`src/rtl/en_delay_line_pkg.sv`:
```
// Shared helpers for en_delay_line: occupancy counter width.
// Latency: n/a; backpressure: n/a.
package en_delay_line_pkg;

    // Bits needed to count 0..depth inclusive; never narrower than 1.
    function automatic int count_width(input int depth);
        return (depth < 1) ? 1 : $clog2(depth + 1);
    endfunction

endpackage

```
`src/rtl/en_dff_stage.sv`:
```
// One enabled WIDTH+1-bit stage {valid, data} with valid-clear.
// Latency: 1 enabled edge; backpressure: en low holds, clr zeroes valid regardless of en.
module en_dff_stage
    import en_delay_line_pkg::*;
#(
    parameter int WIDTH = 8
) (
    input  logic             CLK,
    input  logic             RST,
    input  logic             en,
    input  logic             clr,
    input  logic [WIDTH-1:0] d,
    input  logic             v,
    output logic [WIDTH-1:0] q,
    output logic             qv
);

    typedef struct packed {
        logic             valid;
        logic [WIDTH-1:0] data;
    } stage_t;

    stage_t r;

    always_ff @(posedge CLK or posedge RST) begin
        if (RST) begin
            r <= '0;
        end else begin
            if (en) begin
                r.data <= d;
            end
            // Clear wins over a shift so a flushed edge never admits a valid.
            if (clr) begin
                r.valid <= 1'b0;
            end else if (en) begin
                r.valid <= v;
            end
        end
    end

    assign q  = r.data;
    assign qv = r.valid;

endmodule

```
`src/rtl/en_delay_line.sv`:
```
// WIDTH x DEPTH enabled delay line with per-stage valid, flush and occupancy count.
// Latency: DEPTH enabled edges; backpressure: En low holds everything. Optional checks: EN_DELAY_LINE_ASSERT_EN.
module en_delay_line
    import en_delay_line_pkg::*;
#(
    parameter  int WIDTH = 8,
    parameter  int DEPTH = 4,
    localparam int CW    = count_width(DEPTH)
) (
    input  logic             CLK,
    input  logic             RST,
    input  logic [WIDTH-1:0] Din,
    input  logic             Vin,
    input  logic             En,
    input  logic             Flush,
    output logic [WIDTH-1:0] Dout,
    output logic             Vout,
    output logic [CW-1:0]    Count
);

    logic [WIDTH-1:0] stage_dat [DEPTH];
    logic [DEPTH-1:0] stage_vld;

    for (genvar k = 0; k < DEPTH; k++) begin : g_stage
        logic [WIDTH-1:0] d_in;
        logic             v_in;
        if (k == 0) begin : g_head
            assign d_in = Din;
            assign v_in = Vin;
        end else begin : g_body
            assign d_in = stage_dat[k-1];
            assign v_in = stage_vld[k-1];
        end
        en_dff_stage #(.WIDTH(WIDTH)) u_stage (
            .CLK (CLK),
            .RST (RST),
            .en  (En),
            .clr (Flush),
            .d   (d_in),
            .v   (v_in),
            .q   (stage_dat[k]),
            .qv  (stage_vld[k])
        );
    end

    assign Dout = stage_dat[DEPTH-1];
    assign Vout = stage_vld[DEPTH-1];

    // Incremental count: entering valid adds one, departing valid (pre-edge Vout) removes one.
    always_ff @(posedge CLK or posedge RST) begin
        if (RST) begin
            Count <= '0;
        end else if (Flush) begin
            Count <= '0;
        end else if (En) begin
            if (Vin && !Vout) begin
                Count <= Count + CW'(1);
            end else if (!Vin && Vout) begin
                Count <= Count - CW'(1);
            end
        end
    end

`ifdef EN_DELAY_LINE_ASSERT_EN
    logic [DEPTH*WIDTH-1:0] dat_flat;
    int                     en_edges;

    always_comb begin
        dat_flat = '0;
        for (int i = 0; i < DEPTH; i++) begin
            dat_flat[i*WIDTH +: WIDTH] = stage_dat[i];
        end
    end

    always_ff @(posedge CLK or posedge RST) begin
        if (RST) begin
            en_edges <= 0;
        end else if (En && (en_edges < DEPTH)) begin
            en_edges <= en_edges + 1;
        end
    end

    a_count_max : assert property (@(posedge CLK) disable iff (RST)
        int'(Count) <= DEPTH);
    a_count_pop : assert property (@(posedge CLK) disable iff (RST)
        int'(Count) == $countones(stage_vld));
    a_hold : assert property (@(posedge CLK) disable iff (RST)
        (!En && !Flush) |=> ($stable(dat_flat) && $stable(stage_vld) && $stable(Count)));
    a_no_early_vout : assert property (@(posedge CLK) disable iff (RST)
        (en_edges < DEPTH) |-> !Vout);
`endif

endmodule

```
`config.mk`:
```
export PLATFORM = sky130hd
export DESIGN_NAME = en_delay_line
export DESIGN_NICKNAME = d
export VERILOG_FILES = /design/src/rtl/en_delay_line_pkg.sv /design/src/rtl/en_dff_stage.sv /design/src/rtl/en_delay_line.sv
export SDC_FILE = /design/constraint.sdc
export NUM_CORES = 1
export LEC_CHECK = 0
export ABC_AREA = 0
export CORE_MARGIN = 2
export CORE_UTILIZATION = 47
export CTS_BUF_LIST = sky130_fd_sc_hd__clkbuf_4 sky130_fd_sc_hd__clkbuf_8 sky130_fd_sc_hd__clkbuf_16
export CTS_CLUSTER_DIAMETER = 100
export CTS_CLUSTER_SIZE = 25
export DETAILED_ROUTE_END_ITERATION = 12
export GPL_ROUTABILITY_DRIVEN = 0
export MAX_ROUTING_LAYER = met4
export PLACE_DENSITY = 0.74
export SLEW_MARGIN = 20
export SYNTH_ARGS = -nofsm -noshare
export SYNTH_HDL_FRONTEND = slang
export SYNTH_SLANG_ARGS = --single-unit
```
`constraint.sdc`:
```
create_clock -name CLK -period 1.46 [get_ports CLK]
set_input_delay 0.146 -clock CLK [delete_from_list [all_inputs] [get_ports CLK]]
set_output_delay 0.146 -clock CLK [all_outputs]
set_load 0.005 [all_outputs]
```
* Yosys cells after proc, flatten, opt, wreduce, memory -nomap -nowiden *
Index checks and enable logic that the tools add are counted.

operators by class
  add/subtract/negate cells = 2
  mux-type cells = 12
  reduce and logical (&&, ||, !) cells = 7

operator list
  operator               count
  $mux W3                4
  $mux W1                8
  $add A3 B1 Y3 const B  1
  $reduce_bool A3 Y1     1
  $sub A3 B1 Y3 const B  1
  $logic_and A1 B1 Y1    2
  $logic_not A1 Y1       2
  $reduce_and A2 Y1      1
  $reduce_bool A2 Y1     1

word-level totals
  register bits = 39
  word-level logic and storage cells = 30

* Longest topological paths before layout *
Gate-level depths: netlist of the first run.

  word-level depth = 6
  gate-level depth with buffers = 5

* By module *
Synthesis of the first run repeated with hierarchy kept, for this count alone.

unflattened totals
  cell total of the unflattened synthesis = 107
  area total of the unflattened synthesis = 1730.4 um^2

modules (own cells, without submodules)
  module         instances  cells an instance  area each (um^2)
  en_dff_stage   4          21                 374.1
  en_delay_line  1          23                 234.0

* Worst setup path before layout of the first run *
OpenSTA, ideal clock, no wires.

  path type = register -> register
  from = reg Count[0]
  to = reg Count[2]
  setup time = 73 ps
  data arrival time = 1352 ps
  data required time = 1387 ps
  setup slack = 34 ps
  cell stages (with the launch flop) = 6
  buffers on the path = 0
  period minus slack after synthesis = 1426 ps
  cells stage by stage = dfrtp_1 -> inv_1 -> fa_1 -> nand4bb_1 -> a21o_1 -> a21oi_2

on the way
  longest elaborated chain between the ends = 5
  elaborated cells between the ends (all ways) = 6
  those cells by class = add/sub: 2; mux: 4

RTL lines
  element                 RTL line             RTL
  from (decl)             en_delay_line.sv:18  output logic [CW-1:0] Count
  from (signal assigned)  en_delay_line.sv:57  Count <= Count + CW'(1);
  from (signal assigned)  en_delay_line.sv:59  Count <= Count - CW'(1);
  $sub A3 B1 Y3           en_delay_line.sv:59
  $mux W3                 en_delay_line.sv:58  end else if (!Vin && Vout) begin
  $mux W3 (*)             en_delay_line.sv:56  if (Vin && !Vout) begin
  $mux W3 (*)             en_delay_line.sv:55  end else if (En) begin
  $mux W3 (*)             en_delay_line.sv:53  end else if (Flush) begin

Mark *: on every way between the ends. The rest lies on a longest branch, timed or not. The select of a mux whose other input is x is not followed.
A chain may end at the register's enable or synchronous reset.

* Final worst setup path of the first run *
  from = reg Count[1]
  to = reg Count[2]

Same word-level chain as after synthesis.

==> flow_summary_export.csv, run 1 <==
group,metric,value,unit
run_status,status,"complete, no violations",
synthesis,synth_area_per_cell,15.10,sq um
global_route,antenna_found_initial,0,
job,maxCapViolations,0,
cts,clock_path_buffers,2,
synthesis,synth_compound_area_share,2.172,%
die,die_w,61.53,um
synthesis,ys_async_sr_fraction,100.0,%
timing,grt_setup_unrepaired,"yes",
global_route,grt_usage,15.00,%
global_route,grt_overflow,0,
timing,fin_setup_tns,0,ns
setup_path,cp_max_fo,3,
synthesis,synth_edf_count,0,
route,wire_per_inst,12.78,um
setup_path,path_cells,"inv_2 -> fa_2 -> nand4bb_4 -> a21o_1 -> a21oi_2",
synthesis,ys_warn_count,0,
cts,clock_latency,0.34,ns
final_layout,utilization,63.10,%
synthesis,ys_top_cells_by_count,"dfrtp_1, mux2_2, nor2_1",
setup_path,max_stage_delay,0.41,ns
global_route,grt_first_pass_wirelength,3898,um
final_layout,area_growth,25.91,%
die,die_area,3785,sq um
cts,clk_pin_slew_worst_paths,0.11,ns
setup_path,slowest_stage,"dfrtp_1",
synthesis,synth_seq_area_share,62.75,%
cts,cts_buffers,5,
timing,slew_headroom,80.80,%
timing,min_period,1.443,ns
timing,timing.final.crit_share,98.83,%
route,dr_total_vias,897,
setup_path,crit_arrival,1.71,ns
route,final_antenna_net_count,0,
power,seqPwrFrac,57.8,%
setup_path,start_kind,"register",
final_layout,drive_gt1_share,36.50,%
synthesis,ys_seq_elements,39,
final_layout,fillCellCount,266,
die,fp-row-count,20,
die,core-area,3103,sq um
global_route,grt_max_degree,42,
timing,worst_slew_pin_slew,0.2871,ns
synthesis,synth.most_common_cell,"dfrtp_1",
route,firstDrtPassIters,4,
die,ios,25,
setup_path,cp.required,1.73,ns
synthesis,yosys.area_share.simple,4.344,%
route,detail_route.iter0.violations,34,
power,power_switching,0.5310,mW
power,clkPwrFrac,24.1,%
synthesis,syn-instance-count,103,
final_layout,fin_area,1958,sq um
timing,setup_viol,0,
synthesis,syn-num-nets,117,
timing,hold_viol,0,
setup_path,crit_path_end_kind,"register",
global_route,grt_pass1_vias,939,
route,wirelength,2314,um
power,peakVddDrop,0.0006962,V
cts,clock-root-buffer,"clkbuf_4",
timing,max_clock_freq,0.6931,GHz
timing,slew_violations,0,
synthesis,synth-adder-area-share,1.287,%
die,dieHeight,61.53,um
hold_path,hold_path.class,"input pin to asynchronous set/reset pin",
power,p_per_area,1162,nW/um^2
cts,cts_htree_levels,2,
synthesis,yosysTopAreaCell,"dfrtp_1",
cts,clock-sinks,39,
synthesis,synth.mux.area_fraction,25.74,%
final_layout,n_antenna_cell,0,
setup_path,path_delay_family,"flip-flops",
placement,dpl_cell_area,1866,sq um
setup_path,path_class,"register to register",
synthesis,synth_xor_xnor_area_share,0.5632,%
synthesis,synth-main-ff-cell,"dfrtp_1",
placement,portBuffers,24,
power,p_int,1.744,mW
route,via_per_inst,4.956,
power,leakage,0.8547,nW
timing,skew,0.01321,ns
synthesis,netlist_area,1555,sq um
route,drcViolationCount,0,
synthesis,synth_top_area_share,62.75,%
placement,hpwl,1616,um
power,swShare,23.34,%
power,combPwrFrac,18.1,%
setup_path,cp_num_buf_inv,1,
cts,cts_hold_buf,0,
synthesis,synth_area_leaders,"dfrtp_1, mux2_2, mux2i_1",
cts,cts_tree,"done",
synthesis,synth_cell_types,23,
die,start_util,50.12,%
final_layout,layout.nets,150,
synthesis,synth_top_family_by_area,"multiplexers",
-- repair_timing --
item                                    in CTS  in global routing
pin swaps                                    1                  4
buffers inserted                             1                  1
resized for setup                            3                  3
endpoints found under the setup margin       3                  1
cloned                                       0                  0
-- cells by family (layout without fill, tap and decap cells) --
logic type,count (synthesis),count (layout)
flip-flops,39,39
multiplexers,36,36
AND/OR/NAND/NOR,12,12
buffers and inverters,9,43
AO/OA/AOI/OAI,5,5
adder cells (fa/ha/maj),1,1
XOR/XNOR,1,1
-- worst paths after layout --
kind | startpoint | to | slack (ns) | cells past startpoint
min reg2reg | g_stage[0].u_stage.q[6] | g_stage[0].u_stage.q[6] | 0.49 | 1
max reg2reg | Count[1] | Count[2] | 0.02 | 5
min | RST | g_stage[1].u_stage.q[7] | 0.14 | 3
min in group CLK | En | Count[0] | 0.27 | 4
max | Count[1] | Count[2] | 0.02 | 5
max in group asynchronous | RST | g_stage[0].u_stage.q[1] | 1.10 | 3
-- routing by layer --
layer | share of wire [%] | GRT usage, % | wire (um) | vias up
met5 | 0 | - | 0 | -
met1 | 41 | 16.30 | 944 | 451
li1 | - | - | - | 417
met2 | 52 | 24.81 | 1213 | 24
met4 | 1.7 | 8.207 | 39 | 0
met3 | 5.0 | 3.992 | 116 | 5
-- flip-flops by register name, indices dropped and copies added, names as in the netlist --
signal and cells:
g_stage.u_stage.q 32, g_stage.u_stage.qv 4, Count 3
-- final cells by class --
class,instances,area [sq um],area share [%]
clock inverters,1,5.005,0.2556
flip-flops and latches,39,975.9,49.84
well taps,44,55.05,2.811
clock buffers,7,52.55,2.684
repair buffers,32,309.0,15.78
multi-input cells,55,549.3,28.05
inverters,3,11.26,0.5751
-- stage by stage --
step	power, mW	hold slack (ns)	setup slack [ns]	instances
finish	2.275	0.1438	0.01713	181
global route	2.412	0.1829	-0.04039	181
CTS	2.313	0.1499	0.0006690	180
detailed placement	1.754	0.4729	-0.2554	171
global placement	1.728	0.4656	-0.1890	171
floorplan	1.540	0.2807	0.03446	103
-- worst register-to-register path: stages, from the launching register on --
cell and delay, ns:
dfrtp_1 0.41, inv_2 0.05, fa_2 0.38, nand4bb_4 0.23
a21o_1 0.20, a21oi_2 0.11
-- cell usage in the layout, fill, tap and decap left out, drive strengths merged --
master and n:
nand4bb 1, nor2b 1, nand3 2, fa 1
a21o 1, xor2 1, dfrtp 39, nand2b 1
a211oi 1, nand4b 1, buf 9, inv 3
o21ai 1, clkinv 1, dlygate4sd2 2, mux2 32
nor2 5, mux2i 4, clkbuf 7, and2 1
a21oi 2, clkdlybuf4s50 21
-- power by group through the flow --
| stage | Combinational [mW] | Sequential, mW | Clock [mW] |
|---|---|---|---|
| after floorplan | 0.214 | 1.33 | 0 |
| after global placement | 0.398 | 1.33 | 0 |
| after detailed placement | 0.414 | 1.34 | 0 |
| after CTS | 0.414 | 1.32 | 0.581 |
| after global routing | 0.453 | 1.34 | 0.618 |
| final | 0.412 | 1.32 | 0.548 |
Power figures use the tool's default switching activity.
==> inputs of run 2 (changes only) <==
--- a/config.mk
+++ b/config.mk
@@ -15,7 +15,6 @@
 export GPL_ROUTABILITY_DRIVEN = 0
 export MAX_ROUTING_LAYER = met4
 export PLACE_DENSITY = 0.74
-export SLEW_MARGIN = 20
 export SYNTH_ARGS = -nofsm -noshare
 export SYNTH_HDL_FRONTEND = slang
 export SYNTH_SLANG_ARGS = --single-unit
==> results of run 2 <==
No change in the layout: final DEF, timing and power equal those of run 1.
==> inputs of run 3 (changes only) <==
--- a/config.mk
+++ b/config.mk
@@ -7,14 +7,14 @@
 export LEC_CHECK = 0
 export ABC_AREA = 0
 export CORE_MARGIN = 2
-export CORE_UTILIZATION = 47
+export CORE_UTILIZATION = 52
 export CTS_BUF_LIST = sky130_fd_sc_hd__clkbuf_4 sky130_fd_sc_hd__clkbuf_8 sky130_fd_sc_hd__clkbuf_16
 export CTS_CLUSTER_DIAMETER = 100
 export CTS_CLUSTER_SIZE = 25
 export DETAILED_ROUTE_END_ITERATION = 12
 export GPL_ROUTABILITY_DRIVEN = 0
 export MAX_ROUTING_LAYER = met4
-export PLACE_DENSITY = 0.74
+export PLACE_DENSITY = 0.78
 export SYNTH_ARGS = -nofsm -noshare
 export SYNTH_HDL_FRONTEND = slang
 export SYNTH_SLANG_ARGS = --single-unit
==> constraint.sdc (replaced) <==
create_clock -name CLK -period 1.45 [get_ports CLK]
set_input_delay 0.145 -clock CLK [delete_from_list [all_inputs] [get_ports CLK]]
set_output_delay 0.145 -clock CLK [all_outputs]
set_load 0.005 [all_outputs]
==> flow_summary_export.csv, run 3 (same netlist as run 1, synthesis figures left out) <==
group,metric,value,unit
run_status,status,"complete, but fails checks",
run_status,violations,"design-rule violations",
global_route,grt_pass1_vias,911,
global_route,grt_overflow,0,
die,start_util,55.44,%
die,die_w,58.69,um
timing,max_clock_freq,0.7184,GHz
final_layout,drive_gt1_share,35.77,%
setup_path,reg2reg_slack,0.06,ns
final_layout,layout_common_cells,"dfrtp_1, mux2_2, clkdlybuf4s50_1",
power,leakage,0.8704,nW
setup_path,reg2reg_depth,5,
die,die_area,3445,sq um
job,maxCapViolations,0,
cts,clock-sinks,39,
die,fp-row-count,19,
cts,clock_path_buffers,2,
cts,cts_buffers,5,
global_route,grt_usage,16.60,%
route,dr_total_vias,896,
cts,clk_pin_slew_worst_paths,0.11,ns
timing,fin_setup_tns,0,ns
timing,setup_viol,0,
setup_path,crit_path_start,"Count[0]",
setup_path,crit_path_end_kind,"register",
final_layout,area_growth,27.35,%
die,core-area,2805,sq um
setup_path,worstReg2RegEnd,"Count[2]",
setup_path,cp.required,1.72,ns
global_route,grt_max_degree,40,
setup_path,cp_max_fo,2,
cts,clock_latency,0.33,ns
timing,skew,0.006764,ns
final_layout,largest_reg_flops,32,
timing,timing.final.crit_share,96.00,%
route,via_per_inst,5.333,
final_layout,layout.nets,150,
global_route,antenna_found_initial,0,
route,detail_route.iter0.violations,27,
die,ios,25,
setup_path,r2r_start,"Count[0]",
setup_path,path_class,"register to register",
power,peakVddDrop,0.0008474,V
cts,cts_tree,"done",
final_layout,layout_commonest_cell,"dfrtp_1",
timing,worst_slew_pin_slew,0.3070,ns
timing,hold_viol,0,
setup_path,crit_end,"Count[2]",
power,p_per_area,1202,nW/um^2
route,drcViolationCount,2,
timing,slew_violations,0,
cts,cts_hold_buf,0,
timing,slew_headroom,79.53,%
timing,min_period,1.392,ns
global_route,grt_first_pass_wirelength,4036,um
setup_path,start_kind,"register",
route,firstDrtPassIters,8,
timing,holdWs,0.1525,ns
placement,dpl_cell_area,1882,sq um
hold_path,hold_path.class,"input pin to asynchronous set/reset pin",
final_layout,fin_area,1981,sq um
placement,portBuffers,24,
final_layout,utilization,70.61,%
die,dieHeight,58.69,um
route,final_antenna_net_count,0,
setup_path,crit_arrival,1.66,ns
route,wirelength,2416,um
cts,cts_htree_levels,2,
route,wire_per_inst,14.38,um
final_layout,n_antenna_cell,0,
placement,hpwl,1646,um
cts,clock-root-buffer,"clkbuf_4",
## run 3: cell types whose count changed in the layout (fill, tap and decap cells not counted), sizes merged
cell           change
clkinv             -1
dlygate4sd2        +1
clkinvlp           +1
clkdlybuf4s50      -1
## run 3: layer usage
layer  vias to the layer above  global-route usage [%]  routed length (um)
li1                        426                       -                   -
met1                       443                   19.16                1064
met2                        22                   26.65                1185
met3                         5                   6.374                 141
met4                         0                   5.844                  24
met5                         -                       -                   0
## run 3: worst max-delay path, cell delays in order (launching register included)
cell and delay, ns:
dfrtp_1 0.37, inv_1 0.06, fa_2 0.40, nand4bb_4 0.20
a21o_1 0.18, a21oi_2 0.12
## run 3: cell type report
type	count	area [sq um]
Timing Repair Buffer	32	332.8
Multi-Input combinational cell	55	549.3
Sequential cell	39	975.9
Clock buffer	7	65.06
Fill cell	207	824.5
Clock inverter	1	7.507
Inverter	3	11.26
Tap cell	31	38.79
## run 3: report_power, final
| group | total [mW] | internal [mW] | switching (mW) |
|---|---|---|---|
| sequential | 1.33 | 1.25 | 0.0805 |
| combinational | 0.425 | 0.288 | 0.137 |
| clock | 0.628 | 0.284 | 0.344 |
## run 3: metrics by stage
| step | instances | power, mW | worst slack, ns |
|---|---|---|---|
| 2_1_floorplan | 103 | 1.551 | 0.02446 |
| 3_3_place_gp | 159 | 1.751 | -0.2018 |
| 3_5_place_dp | 159 | 1.778 | -0.2409 |
| 4_1_cts | 167 | 2.406 | 0.02520 |
| 5_1_grt | 168 | 2.513 | -0.001802 |
| 6_report | 168 | 2.381 | 0.05804 |
## run 3: repair_timing
action	4_1_cts	5_1_grt
resized for setup	5	1
buffers inserted	0	1
endpoints found under the setup margin	4	2
pin swaps	2	1
hold endpoints to repair	0	0
## run 3: worst min-delay path by stage
stage	from	end	slack, ns	cells past startpoint
2_1_floorplan	Din[4]	g_stage[0].u_stage.q[4]	0.28	1
4_1_cts	RST	g_stage[3].u_stage.q[3]	0.15	3
3_5_place_dp	g_stage[0].u_stage.q[4]	g_stage[0].u_stage.q[4]	0.48	1
5_1_grt	RST	g_stage[2].u_stage.q[7]	0.16	3
3_3_place_gp	g_stage[0].u_stage.q[4]	g_stage[0].u_stage.q[4]	0.46	1
6_report	RST	g_stage[1].u_stage.q[6]	0.15	3
==> edit, RTL diff (config.mk and constraints of run 3) <==
`WIDTH` is set to 8 in 2 places; all go to 7.
--- a/src/rtl/en_dff_stage.sv
+++ b/src/rtl/en_dff_stage.sv
@@ -3,7 +3,7 @@
 module en_dff_stage
     import en_delay_line_pkg::*;
 #(
-    parameter int WIDTH = 8
+    parameter int WIDTH = 7
 ) (
     input  logic             CLK,
     input  logic             RST,
--- a/src/rtl/en_delay_line.sv
+++ b/src/rtl/en_delay_line.sv
@@ -3,7 +3,7 @@
 module en_delay_line
     import en_delay_line_pkg::*;
 #(
-    parameter  int WIDTH = 8,
+    parameter  int WIDTH = 7,
     parameter  int DEPTH = 4,
     localparam int CW    = count_width(DEPTH)
 ) (
Ports: changed (resized Din and Dout); port bits go from 25 to 23. The function was not compared with the original's and may differ.
==> edit against run 3 <==
The flow finishes with violations (negative setup slack). Sequential share of layout area up 0.66 points. Count of clock-buffer cells in the layout unchanged. Synthesized area down 8.5%. Final area down 11%. Hold slack better by 0.048 ns. Synthesized cell count down 8.7%. Sequential power down 11%. Setup slack worse by 0.11 ns. Sequential cell count down 4. Wire length down 15%. Maximum frequency down 7.3%. Power down 12%. Critical path type unchanged. Largest power group unchanged.
==> edit: results (changes against run 3) <==
P_leak - 0.7731 nW (-11%)
Slowest cell on the critical path - dfrtp_1
Netlist cell types - 20 (-13%)
Fin Setup TNS - -0.05179 ns (-0.05179 ns)
Violations in the final reports - negative setup slack
Syn_area_per_cell - 15.13 sq um (+0.23%)
CP max stage delay - 0.35 ns (-0.05 ns)
First-pass GRT wire length - 3650 um (-9.6%)
Number of flip-flops in the largest register - 28 (-13%)
Worst EP arrival - 1.76 ns (+0.10 ns)
Top cells by count, synth - dfrtp_1 (35), mux2_2 (28), nor2_1 (5)
Met1 WL - 842 um (-21%)
# fillers - 196 (-5.3%)
Number of global-route vias before repair - 873 (-4.2%)
Outcome - finished with violations
Final worst slack - -0.05179 ns (-0.1098 ns)
Instance area at placement - 1695 sq um (-9.9%)
1st-pass router iterations - 3 (-5)
Net Count, Synth - 107 (-8.5%)
DP Wirelength - 1455 um (-12%)
DR WL met3 - 91 um (-35%)
Sequential area share after synthesis - 61.57% (-1.2 points)
M3 GR Usage - 4.378% (-2.0 points)
Switching power share of the total - 23.39% (-0.18 points)
Finish-stage setup viols - 1 (+1)
Max VDD drop - 0.9457 mV (+12%)
Area contributors post-synth - dfrtp_1 (62%), mux2_2 (22%), mux2i_1 (2.8%), buf_6 (2.4%), fa_1 (1.4%)
Share of post-route cells with drive strength above 1 - 37.60% (+1.8 points)
M2 GR Usage - 26.72% (+0.077 points)
[edit: changes by cell type after synthesis, moves of 2 or more]
cell and delta:
buf_2 -3, dfrtp_1 -4, mux2_1 -3, buf_6 +2
[edit: cells by family (layout without fill, tap and decap cells)]
| family | after synthesis | count (layout) | synth area share, % |
|---|---|---|---|
| adder cells (fa/ha/maj) | 1 | 1 | 1.407 |
| AO/OA/AOI/OAI | 5 | 5 | 2.462 |
| flip-flops | 35 | 35 | 61.57 |
| multiplexers | 32 | 32 | 24.98 |
| AND/OR/NAND/NOR | 12 | 12 | 5.014 |
| XOR/XNOR | 1 | 1 | 0.6158 |
| buffers and inverters | 8 | 39 | 3.958 |
[edit: final cells by class]
| type | instances | share of cell area (%) |
|---|---|---|
| sequential | 35 | 49.93 |
| tap | 30 | 2.140 |
| clock buffer | 7 | 2.996 |
| inverter | 3 | 0.6419 |
| clock inverter | 1 | 0.2853 |
| multi-input combinational | 51 | 28.32 |
| timing repair buffer | 28 | 15.69 |
